[src/rtl/dsp48a1_dot_seq_pkg.sv]
// rtl/dsp48a1_dot_seq_pkg.sv - shared constants and types for the DSP48A1 dot-product sequencer
package dsp48a1_dot_seq_pkg;

    localparam int OPND_W = 18;
    localparam int P_W    = 48;
    localparam int OPM_W  = 8;

    // X=M, Z=0 starts a new sum; X=M, Z=P accumulates onto it
    localparam logic [OPM_W-1:0] OPM_FIRST = 8'h01;
    localparam logic [OPM_W-1:0] OPM_ACC   = 8'h09;
    localparam logic [OPM_W-1:0] OPM_IDLE  = OPM_ACC;

    typedef enum logic [1:0] {
        IDLE  = 2'd0,
        ACC   = 2'd1,
        DRAIN = 2'd2
    } state_t;

endpackage

[src/rtl/dsp48a1_dot_seq_opmode_delay.sv]
// rtl/dsp48a1_dot_seq_opmode_delay.sv - OPMODE shift register aligning opcodes with the slice A1/B1 stage
module opmode_delay
    import dsp48a1_dot_seq_pkg::*;
#(
    parameter int DELAY = 1
) (
    input  logic             clk,
    input  logic             rst,
    input  logic [OPM_W-1:0] din,
    output logic [OPM_W-1:0] dout
);

    generate
        if (DELAY == 0) begin : g_bypass
            assign dout = din;
        end else begin : g_shift
            logic [DELAY-1:0][OPM_W-1:0] sr;

            always_ff @(posedge clk or posedge rst) begin
                if (rst) begin
                    sr <= '0;
                end else begin
                    sr[0] <= din;
                    for (int i = 1; i < DELAY; i++) begin
                        sr[i] <= sr[i-1];
                    end
                end
            end

            assign dout = sr[DELAY-1];
        end
    endgenerate

endmodule

[src/rtl/dsp48a1_dot_seq.sv]
// rtl/dsp48a1_dot_seq.sv - streams operand pairs into a DSP48A1 MAC slice and returns the accumulated P
module dsp48a1_dot_seq
    import dsp48a1_dot_seq_pkg::*;
#(
    parameter int LAT          = 3,
    parameter int OPMODE_DELAY = 1,
    parameter int CNT_W        = 16
) (
    input  logic              CLK,
    input  logic              RST,
    input  logic              s_valid,
    output logic              s_ready,
    input  logic [OPND_W-1:0] s_a,
    input  logic [OPND_W-1:0] s_b,
    input  logic              s_last,
    output logic              m_valid,
    input  logic              m_ready,
    output logic [P_W-1:0]    m_result,
    output logic [CNT_W-1:0]  m_count,
    output logic [OPND_W-1:0] dsp_a,
    output logic [OPND_W-1:0] dsp_b,
    output logic [OPM_W-1:0]  dsp_opmode,
    input  logic [P_W-1:0]    dsp_p
);

    localparam int DCNT_W = $clog2(LAT + 2);
    localparam logic [DCNT_W-1:0] DRAIN_LOAD = DCNT_W'(LAT + 1);

    state_t             state_q, state_d;
    logic [CNT_W-1:0]   cnt_q, cnt_d;
    logic [DCNT_W-1:0]  drain_q, drain_d;
    logic               s_ready_q;
    logic               m_valid_q;
    logic [P_W-1:0]     m_result_q;
    logic [CNT_W-1:0]   m_count_q;
    logic [OPND_W-1:0]  a_q, a_d, b_q, b_d;
    logic [OPM_W-1:0]   opm_q, opm_d;

    logic fire, buf_free, capture;

    assign fire     = s_valid & s_ready_q;
    assign buf_free = !m_valid_q || m_ready;
    // Counter value 1 means it hits 0 on this edge, so P already holds the last product
    assign capture  = (state_q == DRAIN) && (drain_q <= DCNT_W'(1)) && buf_free;

    always_comb begin
        state_d = state_q;
        cnt_d   = cnt_q;
        drain_d = drain_q;
        a_d     = '0;
        b_d     = '0;
        opm_d   = OPM_IDLE;
        case (state_q)
            IDLE: begin
                if (fire) begin
                    a_d   = s_a;
                    b_d   = s_b;
                    opm_d = OPM_FIRST;
                    cnt_d = CNT_W'(1);
                    if (s_last) begin
                        state_d = DRAIN;
                        drain_d = DRAIN_LOAD;
                    end else begin
                        state_d = ACC;
                    end
                end
            end
            ACC: begin
                if (fire) begin
                    a_d   = s_a;
                    b_d   = s_b;
                    opm_d = OPM_ACC;
                    cnt_d = (&cnt_q) ? cnt_q : cnt_q + CNT_W'(1);
                    if (s_last) begin
                        state_d = DRAIN;
                        drain_d = DRAIN_LOAD;
                    end
                end
            end
            DRAIN: begin
                if (drain_q != '0) begin
                    drain_d = drain_q - DCNT_W'(1);
                end
                if (capture) begin
                    state_d = IDLE;
                end
            end
            default: begin
                state_d = IDLE;
            end
        endcase
    end

    always_ff @(posedge CLK or posedge RST) begin
        if (RST) begin
            state_q   <= IDLE;
            cnt_q     <= '0;
            drain_q   <= '0;
            s_ready_q <= 1'b0;
            a_q       <= '0;
            b_q       <= '0;
            opm_q     <= '0;
        end else begin
            state_q   <= state_d;
            cnt_q     <= cnt_d;
            drain_q   <= drain_d;
            s_ready_q <= (state_d != DRAIN);
            a_q       <= a_d;
            b_q       <= b_d;
            opm_q     <= opm_d;
        end
    end

    // Single-entry result buffer; a capture on a draining edge overwrites in place
    always_ff @(posedge CLK or posedge RST) begin
        if (RST) begin
            m_valid_q  <= 1'b0;
            m_result_q <= '0;
            m_count_q  <= '0;
        end else if (capture) begin
            m_valid_q  <= 1'b1;
            m_result_q <= dsp_p;
            m_count_q  <= cnt_q;
        end else if (m_ready) begin
            m_valid_q  <= 1'b0;
        end
    end

    opmode_delay #(
        .DELAY (OPMODE_DELAY)
    ) u_opmode_delay (
        .clk  (CLK),
        .rst  (RST),
        .din  (opm_q),
        .dout (dsp_opmode)
    );

    assign s_ready  = s_ready_q;
    assign m_valid  = m_valid_q;
    assign m_result = m_result_q;
    assign m_count  = m_count_q;
    assign dsp_a    = a_q;
    assign dsp_b    = b_q;

endmodule

[config.mk]
export PLATFORM = sky130hd
export DESIGN_NAME = dsp48a1_dot_seq
export DESIGN_NICKNAME = d
export VERILOG_FILES = /design/src/rtl/dsp48a1_dot_seq_pkg.sv /design/src/rtl/dsp48a1_dot_seq_opmode_delay.sv /design/src/rtl/dsp48a1_dot_seq.sv
export SDC_FILE = /design/constraint.sdc
export NUM_CORES = 1
export LEC_CHECK = 0
export CAP_MARGIN = 10
export CORE_ASPECT_RATIO = 1.5
export CORE_MARGIN = 4
export CORE_UTILIZATION = 45
export CTS_BUF_LIST = sky130_fd_sc_hd__clkbuf_8
export DETAILED_ROUTE_END_ITERATION = 10
export GPL_ROUTABILITY_DRIVEN = 0
export PLACE_DENSITY = 0.83
export SETUP_SLACK_MARGIN = 0.2
export SYNTH_ARGS = -nofsm -noshare
export SYNTH_HDL_FRONTEND = slang
export SYNTH_SLANG_ARGS = --single-unit
[constraint.sdc]
create_clock -name CLK -period 4.8 [get_ports CLK]
set_clock_uncertainty 0.15 [all_clocks]
set_input_delay 0.96 -clock CLK [delete_from_list [all_inputs] [get_ports CLK]]
set_output_delay 0.96 -clock CLK [all_outputs]
set_load 0.05 [all_outputs]
==> results of run 1 <==
-- layout make-up --
type | instances | area, µm² | share of cell area
clock inverters | 14 | 141 | 0.0191
inverters | 7 | 28.8 | 0.00389
multi-input cells | 213 | 1650 | 0.223
clock buffers | 18 | 248 | 0.0335
well taps | 144 | 180 | 0.0244
repair buffers | 198 | 1970 | 0.266
flip-flops and latches | 127 | 3180 | 0.430
-- power by group --
part	switching (W)	leakage, nW	internal (W)
Combinational	0.00143	1.42	0.000836
Clock	0.000428	0.191	0.000473
Sequential	0.000193	1.63	0.00139
Total	0.00205	3.24	0.00270
-- registers in the layout, indices dropped and copies added, names as in the netlist --
signal               count
state_q                  2
dsp_a                   18
u_opmode_delay.dout      2
m_result                48
dsp_b                   18
m_valid                  1
opm_q                    2
m_count                 16
s_ready                  1
cnt_q                   16
drain_q                  3
-- per-layer routing --
layer	part of all wire	vias to the layer above	routed length, µm
li1	-	1663	-
met5	0	-	0
met2	0.54	166	6540
met1	0.35	1758	4200
met4	0.019	0	233
met3	0.089	20	1070
-- placed cells by master (no fill, tap or decap), drive strengths merged, types with 7 or more instances in the layout --
cell           synthesis  layout
a21oi                 10      10
and2                  36      36
conb                   2       7
nor2                   7       7
dfrtp                127     127
clkbuf                11      18
clkdlybuf4s50          0     192
o21ai                 15      15
nand3                  9       9
mux2                  63      63
inv                    7       9
nand2                 12      12
-- final timing paths --
| path | start | endpoint |
|---|---|---|
| min in group asynchronous | RST | m_count[9] |
| hold reg to reg | opm_q[3] | u_opmode_delay.dout[3] |
| setup reg to reg | drain_q[1] | m_result[14] |
| max in group asynchronous | RST | dsp_a[13] |
| hold / removal | opm_q[3] | u_opmode_delay.dout[3] |
| setup / recovery | s_ready | s_ready |
-- kinds of logic after synthesis --
family	share of synthesized area
compound gates	0.0517
fa+ha+maj	0.0101
buf+inv	0.0312
flops	0.640
mux	0.145
other cells	0.00151
simple gates	0.121
-- metrics by stage --
stage / cells / util / power [W] / cell area (µm²)
global placement: 689 / 0.654 / 0.00382 / 7010
global route: 721 / 0.691 / 0.00499 / 7390
finish: 721 / 0.691 / 0.00475 / 7390
floorplan: 370 / - / 0.00310 / 4980
detailed placement: 689 / 0.654 / 0.00389 / 7010
CTS: 721 / 0.691 / 0.00481 / 7390
==> impl_metrics.ini, run 1 <==
[setup_path]
crit_family = buffers and inverters
crit_cells = 1
end_kind = output pin
ff2ff_setup_slack_ns = 2.39
crit_arrival_ns = 1.76
setup.worst_path.start_class = flop
reg2regPathDepth = 5
worstPathRequired_ns = 3.69
cpPeakStageDelay_ns = 0.86
cp_max_fo = 6
critPathKind = flop to output pin
cp_cell_sequence = clkdlybuf4s50_1
critPathBufInv = 1
crit_slowest_cell = clkdlybuf4s50_1

[clocking]
clock-sinks = 127
cts.path.max_buffers = 2
hold_buffers = 0
postCtsSetupBuffers = 0
cts_root_buf = clkbuf_8
clk_pin_slew_ns = 0.07
cts_tree = built
clock_latency_ns = 0.44
numCtsBuffers = 17
cts_resized = 0
htree_levels = 4

[floorplanning]
die_area_um2 = 12800
core_area_um2 = 10700
start_util = 0.464
pin_count = 199
fp.dieH_um = 137
die_x_um = 93.8
rows = 46

[grt]
grt_pass1_vias = 3890
grt-busiest-layer = met2
antenna_found_initial = 0
met2_usage = 0.344
use_met1 = 0.208
grtUsageTotal = 0.196
overflow = 0
grt_pass1_wl_um = 19000
grt_max_degree = 68
use_met3 = 0.0792

[yosys]
synthCells = 365
synth.top_cell.area_share = 0.640
netlist.top_cell.by_area = dfrtp_1
ys_seq_area_frac = 0.640
syn_avg_cell_area_um2 = 13.6
async_flop_share = 1.00
synthTopCellsByCount = 127 x dfrtp_1, 63 x mux2_2, 36 x and2_1, 15 x o21ai_0, 12 x nand2_1
yosysUniqueCellTypes = 50
ys.flop_type = dfrtp_1
syn_area_um2 = 4970
ys_warn_count = 0
synth.most_common_cell = dfrtp_1
yosys-top-cells-area = dfrtp_1 64%, mux2_2 14%, and2_1 4.5%
ys_ff_latch = 127
synth_edf_count = 0

[worst_hold_path]
min_path_type = flop to flop
whs_path_depth = 0

[timing]
setup_tns_ns = 0
fin_crit_ns = 2.87
final-hold-violation-count = 0
setup_ws_ns = 1.93
hold_ws_ns = 0.199
worstMarginPinSlew_ns = 0.940
finalCritPeriodShare = 0.598
setup_violations = 0
max_slew_margin = 0.371
slew_violations = 0
fmax_ghz = 0.348
rsz0062_at_grt = no

[detailed_routing]
detail_route.wl_per_cell_um = 16.7
vias = 3607
routed_via_density = 5.00
firstDrtPassIters = 4
drc = 0
wirelength_um = 12000
first_iter_violations = 122
drtAntennaViolNets = 0

[finish]
fillers = 788
n_antenna_cell = 0
drive_above_1_share = 0.194
nets = 657
syn_to_final_growth_pct = 48.9

[run_status]
outcome = completed

[place]
dp_hpwl_um = 8880
place_ws_ns = 1.62
port_buffers = 192

[power_and_ir_drop]
power.density_nw_per_um2 = 643
p_leak_nw = 3.24
irDropWorstVdd_v = 0.000377

[flow_run]
maxCapViolCount = 0
Power figures use the tool's default switching activity.
==> inputs of run 2 (changes only) <==
Clock period 4.8 ns to 2.96 ns, I/O delays scaled along.
==> run 2 against run 1 <==
Effect of this change: core utilization is the same; wire length fell by 0.80%; global-route usage shrank 0.054 points; largest power group unchanged; worst setup slack worse by 1.5 ns; critical endpoint unchanged; die area did not move; first-iteration DRC count up 27%; critical path type unchanged.
==> impl_metrics.ini, run 2 (synthesis results as in run 1) <==
[detailed_routing]
wirelength_um = 11900
routed_via_density = 5.05
detail_route.wl_per_cell_um = 16.6
first_iter_violations = 155
drtAntennaViolNets = 0
vias = 3633
firstDrtPassIters = 4
drc = 0

[clocking]
clock-sinks = 127
clk_pin_slew_ns = 0.07
clock_latency_ns = 0.42
cts_root_buf = clkbuf_8
cts.path.max_buffers = 2
postCtsSetupBuffers = 0
htree_levels = 4
cts_tree = built
hold_buffers = 0
cts_resized = 0
numCtsBuffers = 17

[timing]
worstMarginPinSlew_ns = 0.715
final-hold-violation-count = 0
rsz0062_at_grt = no
fmax_ghz = 0.396
slew_violations = 0
setup_ws_ns = 0.434
fin_crit_ns = 2.53
max_slew_margin = 0.523
finalCritPeriodShare = 0.853
setup_tns_ns = 0
setup_violations = 0

[setup_path]
crit_slowest_cell = clkdlybuf4s50_1
cp_max_fo = 6
regToRegStartpoint = state_q[1]
worstPathRequired_ns = 2.22
ff2ff_setup_slack_ns = 0.73
critPathBufInv = 1
setup.worst_path.start_class = flop
cp_cell_sequence = clkdlybuf4s50_1
end_kind = output pin
critPathKind = flop to output pin
critical_path.startpoint = s_ready
cpPeakStageDelay_ns = 0.89
crit_family = buffers and inverters
crit_arrival_ns = 1.78

[place]
place_ws_ns = 0.147
dp_hpwl_um = 8910
detailed_place.area_um2 = 7040
port_buffers = 192

[finish]
fillers = 795
final_util = 0.691
largest_reg_flops = 48
seqCellArea_um2 = 3180
n_antenna_cell = 0
mostFrequentLayoutCells = 192 x clkdlybuf4s50_1, 127 x dfrtp_1, 63 x mux2_2, 36 x and2_1, 21 x clkbuf_8
syn_to_final_growth_pct = 48.9
multi_input_area_um2 = 1650
layout_commonest_cell = clkdlybuf4s50_1
nets = 658
final_area_um2 = 7390
drive_above_1_share = 0.190

[flow_run]
maxCapViolCount = 0

[power_and_ir_drop]
irDropWorstVdd_v = 0.000562
power.density_nw_per_um2 = 1030
power.total_w = 0.00762
p_leak_nw = 3.25

[grt]
grt_pass1_vias = 3889
antenna_found_initial = 0
grt_max_degree = 128
grtUsageTotal = 0.195
grt_pass1_wl_um = 19300
overflow = 0

[floorplanning]
die_x_um = 93.8
start_util = 0.464
fp.dieH_um = 137
rows = 46
core_area_um2 = 10700
die_area_um2 = 12800
pin_count = 199

[worst_hold_path]
min_path_type = flop to flop
hp-start = opm_q[0]

[run_status]
outcome = completed
[run 2: cell count changes in the layout (fill, tap and decap cells not counted)]
cell | previous run | this run
clkbuf_8 | 18 | 21
buf_12 | 0 | 2
clkinvlp_4 | 4 | 2
inv_6 | 2 | 0
buf_4 | 6 | 5
bufinv_16 | 2 | 1
clkinv_4 | 1 | 0
inv_1 | 6 | 7
inv_4 | 1 | 0
[run 2: path summary, 6_finish.rpt]
check | to | depth (start not counted)
max | s_ready | 1
max reg2reg | cnt_q[15] | 4
min in group asynchronous | m_result[17] | 3
min reg2reg | u_opmode_delay.dout[0] | 0
min | u_opmode_delay.dout[0] | 0
max in group asynchronous | drain_q[2] | 3
[run 2: cell type report]
cell class / count / area share
Inverter: 7 / 0.00406
Timing Repair Buffer: 199 / 0.270
Clock buffer: 21 / 0.0391
Clock inverter: 8 / 0.00897
Sequential cell: 127 / 0.430
Multi-Input combinational cell: 213 / 0.223
Tap cell: 144 / 0.0244
[run 2: through the flow]
step	std cells	hold slack, ns
floorplan	370	0.181
global placement	690	0.183
detailed placement	690	0.186
CTS	719	0.200
global route	719	0.209
finish	719	0.198
[run 2: where the power goes]
part / switching, W / total, W / internal (W)
Clock: 0.000606 / 0.00133 / 0.000728
Sequential: 0.000315 / 0.00257 / 0.00226
Combinational: 0.00234 / 0.00371 / 0.00137
[run 2: per-layer routing]
metal	vias up	track usage	wire length, µm
met5	-	0	0
met4	0	0.0771	172
met3	13	0.0836	1180
met2	171	0.346	6470
met1	1773	0.201	4130
li1	1676	-	-
==> inputs of run 3 (changes only) <==
Settings changed: ABC_CLOCK_PERIOD_IN_PS set to 2960.
==> results of run 3 <==
No change in the layout: final DEF, timing and power equal those of run 2.
